<file path="config.mk">
export PLATFORM = sky130hd
export DESIGN_NAME = vc_fifo_arbiter
export DESIGN_NICKNAME = d
export VERILOG_FILES = /design/src/rtl/pcie_tl_pkg.sv /design/src/rtl/rr_pick.sv /design/src/rtl/vc_fifo_arbiter.sv
export SDC_FILE = /design/constraint.sdc
export NUM_CORES = 1
export LEC_CHECK = 0
export BUFFER_PORTS_ARGS = -buffer_cell sky130_fd_sc_hd__buf_2
export CORE_MARGIN = 1
export CORE_UTILIZATION = 30
export DETAILED_ROUTE_END_ITERATION = 7
export GPL_TIMING_DRIVEN = 0
export PLACE_DENSITY = 0.6
export RECOVER_POWER = 25
export SETUP_SLACK_MARGIN = 0.4
export SYNTH_ARGS = -nofsm -noshare
export SYNTH_HDL_FRONTEND = slang
export SYNTH_SLANG_ARGS = --single-unit
</file>
<file path="constraint.sdc">
create_clock -name clk -period 6.2 [get_ports clk]
set_clock_uncertainty 0.2 [all_clocks]
set_input_delay 0.31 -clock clk [delete_from_list [all_inputs] [get_ports clk]]
set_output_delay 0.31 -clock clk [all_outputs]
set_load 0.05 [all_outputs]
</file>
<file path="src/rtl/pcie_tl_pkg.sv">
// Shared transaction-layer FIFO constants, arbiter FSM state type and VC rotation helper.
package pcie_tl_pkg;

  localparam int LINE_SIZE    = 12;
  localparam int FIFO_DEPTH   = 8;
  localparam int ALMOST_FULL  = 6;
  localparam int ALMOST_EMPTY = 1;

  typedef enum logic [1:0] {
    IDLE  = 2'd0,
    BURST = 2'd1,
    STALL = 2'd2
  } arb_state_t;

  function automatic logic [1:0] next_vc(input logic [1:0] vc, input int num_vc);
    return (int'(vc) == num_vc - 1) ? 2'd0 : vc + 2'd1;
  endfunction

endpackage

</file>
<file path="src/rtl/rr_pick.sv">
// Round-robin picker: first eligible VC at or after ptr, wrapping at NUM_VC.
module rr_pick #(
  parameter int NUM_VC = 4
) (
  input  logic [NUM_VC-1:0] elig,
  input  logic [1:0]        ptr,
  output logic              valid,
  output logic [1:0]        idx
);

  always_comb begin
    valid = 1'b0;
    idx   = 2'd0;
    for (int k = 0; k < NUM_VC; k++) begin
      if (!valid && elig[(int'(ptr) + k) % NUM_VC]) begin
        valid = 1'b1;
        idx   = 2'((int'(ptr) + k) % NUM_VC);
      end
    end
  end

endmodule

</file>
<file path="src/rtl/vc_fifo_arbiter.sv">
// Round-robin, burst-bounded arbiter draining NUM_VC VC FIFOs into one shared output FIFO.
// Optional push_count statistics port is enabled by defining ARB_STATS_EN.
module vc_fifo_arbiter
  import pcie_tl_pkg::*;
#(
  parameter int LINE_SIZE = pcie_tl_pkg::LINE_SIZE,
  parameter int NUM_VC    = 4,
  parameter int BURST_LEN = 4
) (
  input  logic                        clk,
  input  logic                        reset,
  input  logic [NUM_VC-1:0]           vc_empty,
  input  logic [NUM_VC-1:0]           vc_almost_empty,
  input  logic [NUM_VC*LINE_SIZE-1:0] vc_data,
  input  logic                        out_almost_full,
  output logic [NUM_VC-1:0]           vc_pop,
  output logic                        out_push,
  output logic [LINE_SIZE-1:0]        out_data,
  output logic [1:0]                  grant_id,
`ifdef ARB_STATS_EN
  output logic [15:0]                 push_count,
`endif
  output logic                        busy
);

  // state | meaning
  // IDLE  | nothing granted; pops the first eligible VC at/after rr_ptr
  // BURST | popping the granted VC until BURST_LEN, empty, or backpressure
  // STALL | output almost full; grant and burst count held, no pops
  localparam int CNT_W = $clog2(BURST_LEN + 1);
  localparam logic [CNT_W-1:0] BURST_MAX = CNT_W'(BURST_LEN);

  arb_state_t        state_q, state_d;
  logic [1:0]        rr_ptr_q, rr_ptr_d;
  logic [1:0]        grant_q, grant_d;
  logic [CNT_W-1:0]  burst_q, burst_d;
  logic [NUM_VC-1:0] pop_q, pop_d, elig;
  logic [1:0]        pick_ptr, pick_idx;
  logic              pick_valid, launch, rotate, burst_more, burst_done;

  // A VC popped last cycle still shows pre-pop flags, so it needs two lines to be safe.
  assign elig       = ~vc_empty & (~pop_q | ~vc_almost_empty);
  assign pick_ptr   = (state_q == IDLE) ? rr_ptr_q : next_vc(grant_q, NUM_VC);
  assign burst_more = (burst_q != BURST_MAX) && elig[grant_q];
  assign burst_done = (burst_q == BURST_MAX) || vc_empty[grant_q];

  rr_pick #(.NUM_VC(NUM_VC)) u_rr_pick (
    .elig  (elig),
    .ptr   (pick_ptr),
    .valid (pick_valid),
    .idx   (pick_idx)
  );

  always_comb begin
    state_d  = state_q;
    rr_ptr_d = rr_ptr_q;
    grant_d  = grant_q;
    burst_d  = burst_q;
    pop_d    = '0;
    launch   = 1'b0;
    rotate   = 1'b0;
    unique case (state_q)
      IDLE: launch = !out_almost_full && pick_valid;
      BURST, STALL: begin
        if (out_almost_full) begin
          state_d = STALL;
        end else if (burst_more) begin
          pop_d[grant_q] = 1'b1;
          burst_d        = burst_q + 1'b1;
          state_d        = BURST;
        end else if (burst_done) begin
          rotate = 1'b1;
        end else begin
          state_d = BURST;
        end
      end
      default: state_d = IDLE;
    endcase
    if (rotate) begin
      rr_ptr_d = next_vc(grant_q, NUM_VC);
      state_d  = IDLE;
      launch   = pick_valid;
    end
    if (launch) begin
      pop_d           = '0;
      pop_d[pick_idx] = 1'b1;
      grant_d         = pick_idx;
      burst_d         = CNT_W'(1);
      state_d         = BURST;
    end
    if (reset) pop_d = '0;
  end

  always_ff @(posedge clk) begin
    if (reset) begin
      state_q  <= IDLE;
      rr_ptr_q <= 2'd0;
      grant_q  <= 2'd0;
      burst_q  <= '0;
      pop_q    <= '0;
    end else begin
      state_q  <= state_d;
      rr_ptr_q <= rr_ptr_d;
      grant_q  <= grant_d;
      burst_q  <= burst_d;
      pop_q    <= pop_d;
    end
  end

  // grant_q always names the VC popped in the previous cycle, so it doubles as the data select.
  assign vc_pop   = pop_d;
  assign out_push = (|pop_q) && !reset;
  assign out_data = out_push ? vc_data[int'(grant_q)*LINE_SIZE +: LINE_SIZE] : '0;
  assign grant_id = grant_q;
  assign busy     = (state_q != IDLE);

`ifdef ARB_STATS_EN
  always_ff @(posedge clk) begin
    if (reset) push_count <= '0;
    else if (out_push && push_count != 16'hFFFF) push_count <= push_count + 16'd1;
  end
`endif

endmodule

</file>
==> results.md, run 1 <==
- Outcome: complete, but fails checks
- Failing checks: DRC
- Critical Path Sink Type: output pin
- Syn_nets: 218
- CP max FO: 10
- Warnings, synthesis: 0
- Grt total ovfl: 0
- Clk Latency, worst-skew pair: 0.26 ns
- Cell mode on critical path: buf_2
- Fin crit period: 4.03 ns
- Die Y: 71.2 um
- Setup ws final: 2.17 ns
- # DRC: 1
- Clock Tree Root: clkbuf_8
- R2R Path Start: grant_id[0]$_SDFFE_PP0P_
- HP Start: out_almost_full
- Met3 usage: 0.0295
- Largest net degree at the start of global routing: 11
- # Post-CTS Setup Buffers: 0
- Kind of cell adding the most delay to the critical path: buffers and inverters
- Share of the synthesized area in the top cell type: 0.204
- Clk sinks: 13
- Pre-CTS setup slack: 2.90 ns
- Post-DR wirelength/cell: 14.3 um
- Total global routing track utilization: 0.171
- First-pass GRT wire length: 6820 um
- CP max stage cell: clkbuf_1
- FF+latch count, synth: 13
- Core area: 0.00447 sq mm
- Reg clk slew, reported paths: 0.07 ns
- CP Launch Point: grant_id[0]$_SDFFE_PP0P_
- Top Usage Layer GRT: met2
- Final Cycle Share: 0.651
- Post-synthesis sequential area ratio: 0.181
- Critical path type: flop to output pin
- Commonest cells post-synth: 13 x a21oi_1, 13 x dfxtp_1, 13 x mux4_2, 13 x nand2_1, 13 x nor2b_1
- Max cap viols: 0
- Area growth from synthesis to layout: 32.9%
- WL final: 4070 um
- Mapped cell area: 0.00144 sq mm
- Prevailing post-synth register cell: dfxtp_1
- Crit path buf inv count: 4
- Hold buffers post-CTS: 0
- Row Count: 24
- Die area: 0.00507 sq mm
- Clock Path Buffers: 2
- Peak VDD IR: 0.0000813 V
- Startpoint Class: flop
- Tightest Hold Check Type: primary input to flop
- Port bufs: 77
- Delay of the slowest critical-path stage: 0.56 ns
- Post_cts resized: 0
- I/O pin total: 79
- Vias/cell: 5.25
- Worst EP arrival: 3.52 ns
- Worst-margin pin slew: 0.932 ns
- TNS Setup: 0 ns
- PD cells: 193 mW/mm^2
- F_max: 248 MHz
- RePlAce Congestion: 0.859
- Setup violators final: 0
- Worst slew margin: 0.372
- N_diodes: 0
- Worst-path cell chain: clkbuf_1 -> buf_2 -> inv_1 -> ha_1 -> mux2i_1 -> a31oi_1 -> o31a_1 -> o32ai_1 -> buf_2
- DRT iter0 DRCs: 70
- Async S/R FF share, synth: 0
- Vias in the first global route: 1510
- GR met1 Demand/Resource: 0.211
- Fillers: 459
- Via count: 1495
- CTS tree: built
- Detailed Routing Iterations Pass 1: 6
- Worst EP required: 5.69 ns
- Final Max Tran Viols: 0
- Tot Pwr: 368 uW
- Cell count after synthesis: 152
- Library cells used by synthesis: 42
- Avg Cell Area, Syn: 9.46 sq um
- Initial antenna violation count: 0
- Nets: 300
- Setup repair after global routing missed its margin: no
- Initial core utilization: 0.321
- Level count of the clock H-tree: 1
- Grt met2 use: 0.298
- Leakage: 0.000843 uW
- Count of flip-flops with a built-in enable after synthesis: 0
- Final Hold Viols: 0
- CTS Buf Count: 3
- DP HPWL: 3280 um
- Share of post-route cells with drive strength above 1: 0.464
- Die Wd: 71.2 um
- Final ANT Viol Nets: 0
- Top cells by area, synth: mux4_2 20%, dfxtp_1 18%, ha_1 6.1%
- Post-synth top area cell: mux4_2
==> final timing paths <==
path	end	slack (ns)	cells past startpoint
setup / recovery	vc_pop[0]	2.17	9
hold / removal	state_q[1]$_SDFFE_PP0P_	0.23	5
setup reg to reg	pop_q[0]$_SDFF_PP0_	2.92	9
hold reg to reg	rr_ptr_q[0]$_SDFFE_PP0P_	0.32	2
==> layer usage <==
| layer | vias to the layer above | share of wire |
|---|---|---|
| li1 | 740 | - |
| met1 | 701 | 0.47 |
| met2 | 46 | 0.48 |
| met3 | 8 | 0.038 |
| met4 | 0 | 0.017 |
| met5 | - | 0 |
==> cell families (layout without fill, tap and decap cells) <==
logic type / count (synthesis) / after routing / share of synthesized area
xor+xnor: 2 / 2 / 0.0122
flops: 13 / 13 / 0.181
simple gates: 48 / 48 / 0.178
mux: 19 / 19 / 0.258
compound gates: 45 / 45 / 0.245
buf+inv: 18 / 99 / 0.0653
fa+ha+maj: 7 / 7 / 0.0609
==> flip-flops by register name, summed over array words and instances (netlist names) <==
register  count
rr_ptr_q      2
grant_id      2
pop_q         4
state_q       2
burst_q       3
==> cells in the final DEF (no fill, tap or decap), drive strengths merged, types with 2 or more instances in the layout <==
master / count
dfxtp: 13
a21o: 6
mux4: 14
mux2i: 3
o32ai: 6
nor2b: 13
ha: 7
xnor2: 2
and2: 2
nor3: 6
clkbuf: 11
o21ai: 6
nor2: 6
a21oi: 16
buf: 79
nand3: 3
inv: 9
nand2: 14
o41ai: 2
mux2: 2
==> cell type report <==
class	instances	area (sq um)	area share
clock buffers	4	45.0	0.0236
multi-input cells	121	1070	0.561
inverters	9	33.8	0.0177
well taps	52	65.1	0.0341
repair buffers	77	382	0.200
flip-flops and latches	13	260	0.136
plain buffers	9	52.6	0.0275
==> metrics by stage <==
step                      hold WS, ns  instance area [sq um]   util  cells
after detailed placement        0.311                   1890  0.422    281
after global routing            0.271                   1910  0.427    285
after floorplan                 0.271                   1440      -    152
after CTS                       0.223                   1930  0.432    285
final                           0.232                   1910  0.427    285
after global placement          0.300                   1890  0.422    281
==> tightest hold or removal path: stages <==
cell     delay [ns]
buf_2          0.11
nand2_1        0.06
o21ai_0        0.07
nand2_1        0.06
nor3_1         0.04
==> report_power, final <==
group	switching [uW]	internal, uW
sequential	6.04	89.5
combinational	111	79.3
clock	37.2	45.7
Power figures use the tool's default switching activity.
==> inputs of run 2 (changes only) <==
PLACE_DENSITY = 0.62   (was 0.6)
clock period = 3.3 ns   (was 6.2 ns; I/O delays follow)
==> results.md, run 2 (synthesis gave the netlist of run 1 again) <==
- Cell mode on critical path: buf_12
- Non-Filler Instances: 295 (+3.5%)
- Outcome: complete, but fails checks
- Max cap viols: 0 (unchanged)
- Clk sinks: 13 (unchanged)
- Setup violators final: 0 (unchanged)
- Via count: 1578 (+5.6%)
- Nets: 310 (+3.3%)
- Delay of the slowest critical-path stage: 0.45 ns (-0.11 ns)
- Failing checks: DRC
- Final ANT Viol Nets: 0 (unchanged)
- Die Wd: 71.2 um (unchanged)
- Port bufs: 77 (unchanged)
- Biggest register: pop_q
- Die Y: 71.2 um (unchanged)
- Core area: 0.00447 sq mm (unchanged)
- Worst EP required: 2.93 ns (-2.76 ns)
- Area growth from synthesis to layout: 48.2%
- Setup repair after global routing missed its margin: yes
- Tot Pwr: 762 uW (+110%)
- Final Max Tran Viols: 0 (unchanged)
- Final Cycle Share: 0.883
- DP HPWL: 3650 um (+11%)
- Peak VDD IR: 0.000235 V (+190%)
- F_max: 343 MHz
- N_diodes: 0 (unchanged)
- Logic pwr share: 0.564 (+0.048)
- I/O pin total: 79 (unchanged)
- Critical path type: flop to output pin
- Leakage: 0.000911 uW (+8.1%)
- CTS Buf Count: 3 (unchanged)
- Clock Path Buffers: 2 (unchanged)
- Worst-margin pin slew: 0.819 ns (-0.113 ns)
- Sequential share of power: 0.239 (-0.020)
- CP max stage cell: dfxtp_1
- Vias in the first global route: 1489 (-1.4%)
- Placed Instances: 281 (unchanged)
- Largest net degree at the start of global routing: 11 (unchanged)
- Hold buffers post-CTS: 0 (unchanged)
- CTS tree: built
- Fin crit period: 2.92 ns
- Critical Path Sink Type: output pin
- CP max FO: 8 (-2)
- Largest registers: pop_q: 4 flops, burst_q: 3 flops
- PD cells: 358 mW/mm^2 (+85%)
- Tightest Hold Check Type: primary input to flop
- Vias/cell: 5.35 (+2.0%)
- Kind of cell adding the most delay to the critical path: compound AO/OA/AOI/OAI gates
- Largest register FFs: 4 (unchanged)
- Startpoint Class: flop
- TNS Setup: 0 ns (unchanged)
- Final Hold Viols: 0 (unchanged)
- Clock Tree Root: clkbuf_8
- Post-DR wirelength/cell: 15.5 um (+8.6%)
- P_sw: 311 uW (+100%)
- Die area: 0.00507 sq mm (unchanged)
- WL final: 4580 um (+12%)
- Total global routing track utilization: 0.184 (+0.0132)
- Commonest non-fill, non-tap cell in the layout: buf_2
- Share of post-route cells with drive strength above 1: 0.531 (+0.0673)
- Sw Ratio: 0.408 (-0.00970)
- Worst slew margin: 0.447 (+0.0750)
- Grt total ovfl: 0 (unchanged)
- Initial antenna violation count: 0 (unchanged)
- Clk Latency, worst-skew pair: 0.25 ns (about the same)
- Row Count: 24 (unchanged)
- WHS: 0.0884 ns (-0.144 ns)
- Worst EP arrival: 2.55 ns (-0.97 ns)
- # DRC: 1 (unchanged)
- Detailed Routing Iterations Pass 1: 6 (unchanged)
- Internal power: 451 uW (+110%)
- Reg clk slew, reported paths: 0.06 ns (about the same)
- Initial core utilization: 0.321 (unchanged)
- Level count of the clock H-tree: 1 (unchanged)
- DRT iter0 DRCs: 66 (-5.7%)
- Clock share of power: 0.198 (-0.027)
- Crit path buf inv count: 4 (unchanged)
- Worst-path cell chain: buf_12 -> buf_12 -> inv_1 -> ha_4 -> mux2i_4 -> a2111oi_4 -> a31oi_1 -> o31a_1 -> o32ai_4 -> buf_6
- RePlAce Congestion: 0.906 (+5.4%)
- Most frequent cells in the layout: 72 x buf_2, 13 x mux4_2, 13 x nor2b_1, 13 x nand2_1
- First-pass GRT wire length: 7420 um (+8.8%)
-- run 2: stage by stage --
stage	util	area [sq um]	setup WS, ns
2_1_floorplan	-	1490	0.457
3_3_place_gp	0.435	1940	0.283
3_5_place_dp	0.435	1940	0.223
4_1_cts	0.457	2040	0.404
5_1_grt	0.476	2130	0.230
6_report	0.476	2130	0.385
-- run 2: worst min-delay path, stage by stage --
cell,delay (ns)
buf_2,0.11
nand2_1,0.05
o21ai_0,0.06
nand2_1,0.06
nor3_1,0.04
-- run 2: power groups by stage --
stage / Sequential [uW] / Clock (uW) / Combinational (uW)
final: 182 / 151 / 430
after global placement: 184 / 0 / 375
after floorplan: 189 / 0 / 278
after CTS: 181 / 149 / 400
after detailed placement: 184 / 0 / 378
after global routing: 184 / 156 / 459
-- run 2: worst paths after layout --
kind,startpoint,endpoint,slack [ns],cells past startpoint
worst max-delay path,grant_id[0]$_SDFFE_PP0P_,vc_pop[0],0.38,10
worst min-delay path,out_almost_full,state_q[1]$_SDFFE_PP0P_,0.09,5
worst max register to register,grant_id[0]$_SDFFE_PP0P_,pop_q[0]$_SDFF_PP0_,0.82,10
worst min register to register,rr_ptr_q[0]$_SDFFE_PP0P_,rr_ptr_q[0]$_SDFFE_PP0P_,0.32,2
-- run 2: final cells by class --
| class | instances | area (sq um) |
|---|---|---|
| Timing Repair Buffer | 87 | 472 |
| Buffer | 9 | 90.1 |
| Fill cell | 463 | 2340 |
| Tap cell | 52 | 65.1 |
| Inverter | 9 | 33.8 |
| Sequential cell | 13 | 263 |
| Multi-Input combinational cell | 121 | 1160 |
| Clock buffer | 4 | 45.0 |
-- run 2: what timing repair did --
item | 4_1_cts | 5_1_grt
cloned | 0 | 0
resized for setup | 10 | 11
pin swaps | 0 | 5
setup buffers | 1 | 9
setup endpoints to repair | 4 | 3
-- run 2: routing by layer --
metal / up-vias / share of wire / track usage
li1: 757 / - / -
met1: 758 / 0.44 / 0.256
met2: 57 / 0.49 / 0.308
met3: 6 / 0.053 / 0.0253
met4: 0 / 0.0087 / 0.0356
met5: - / 0 / 0
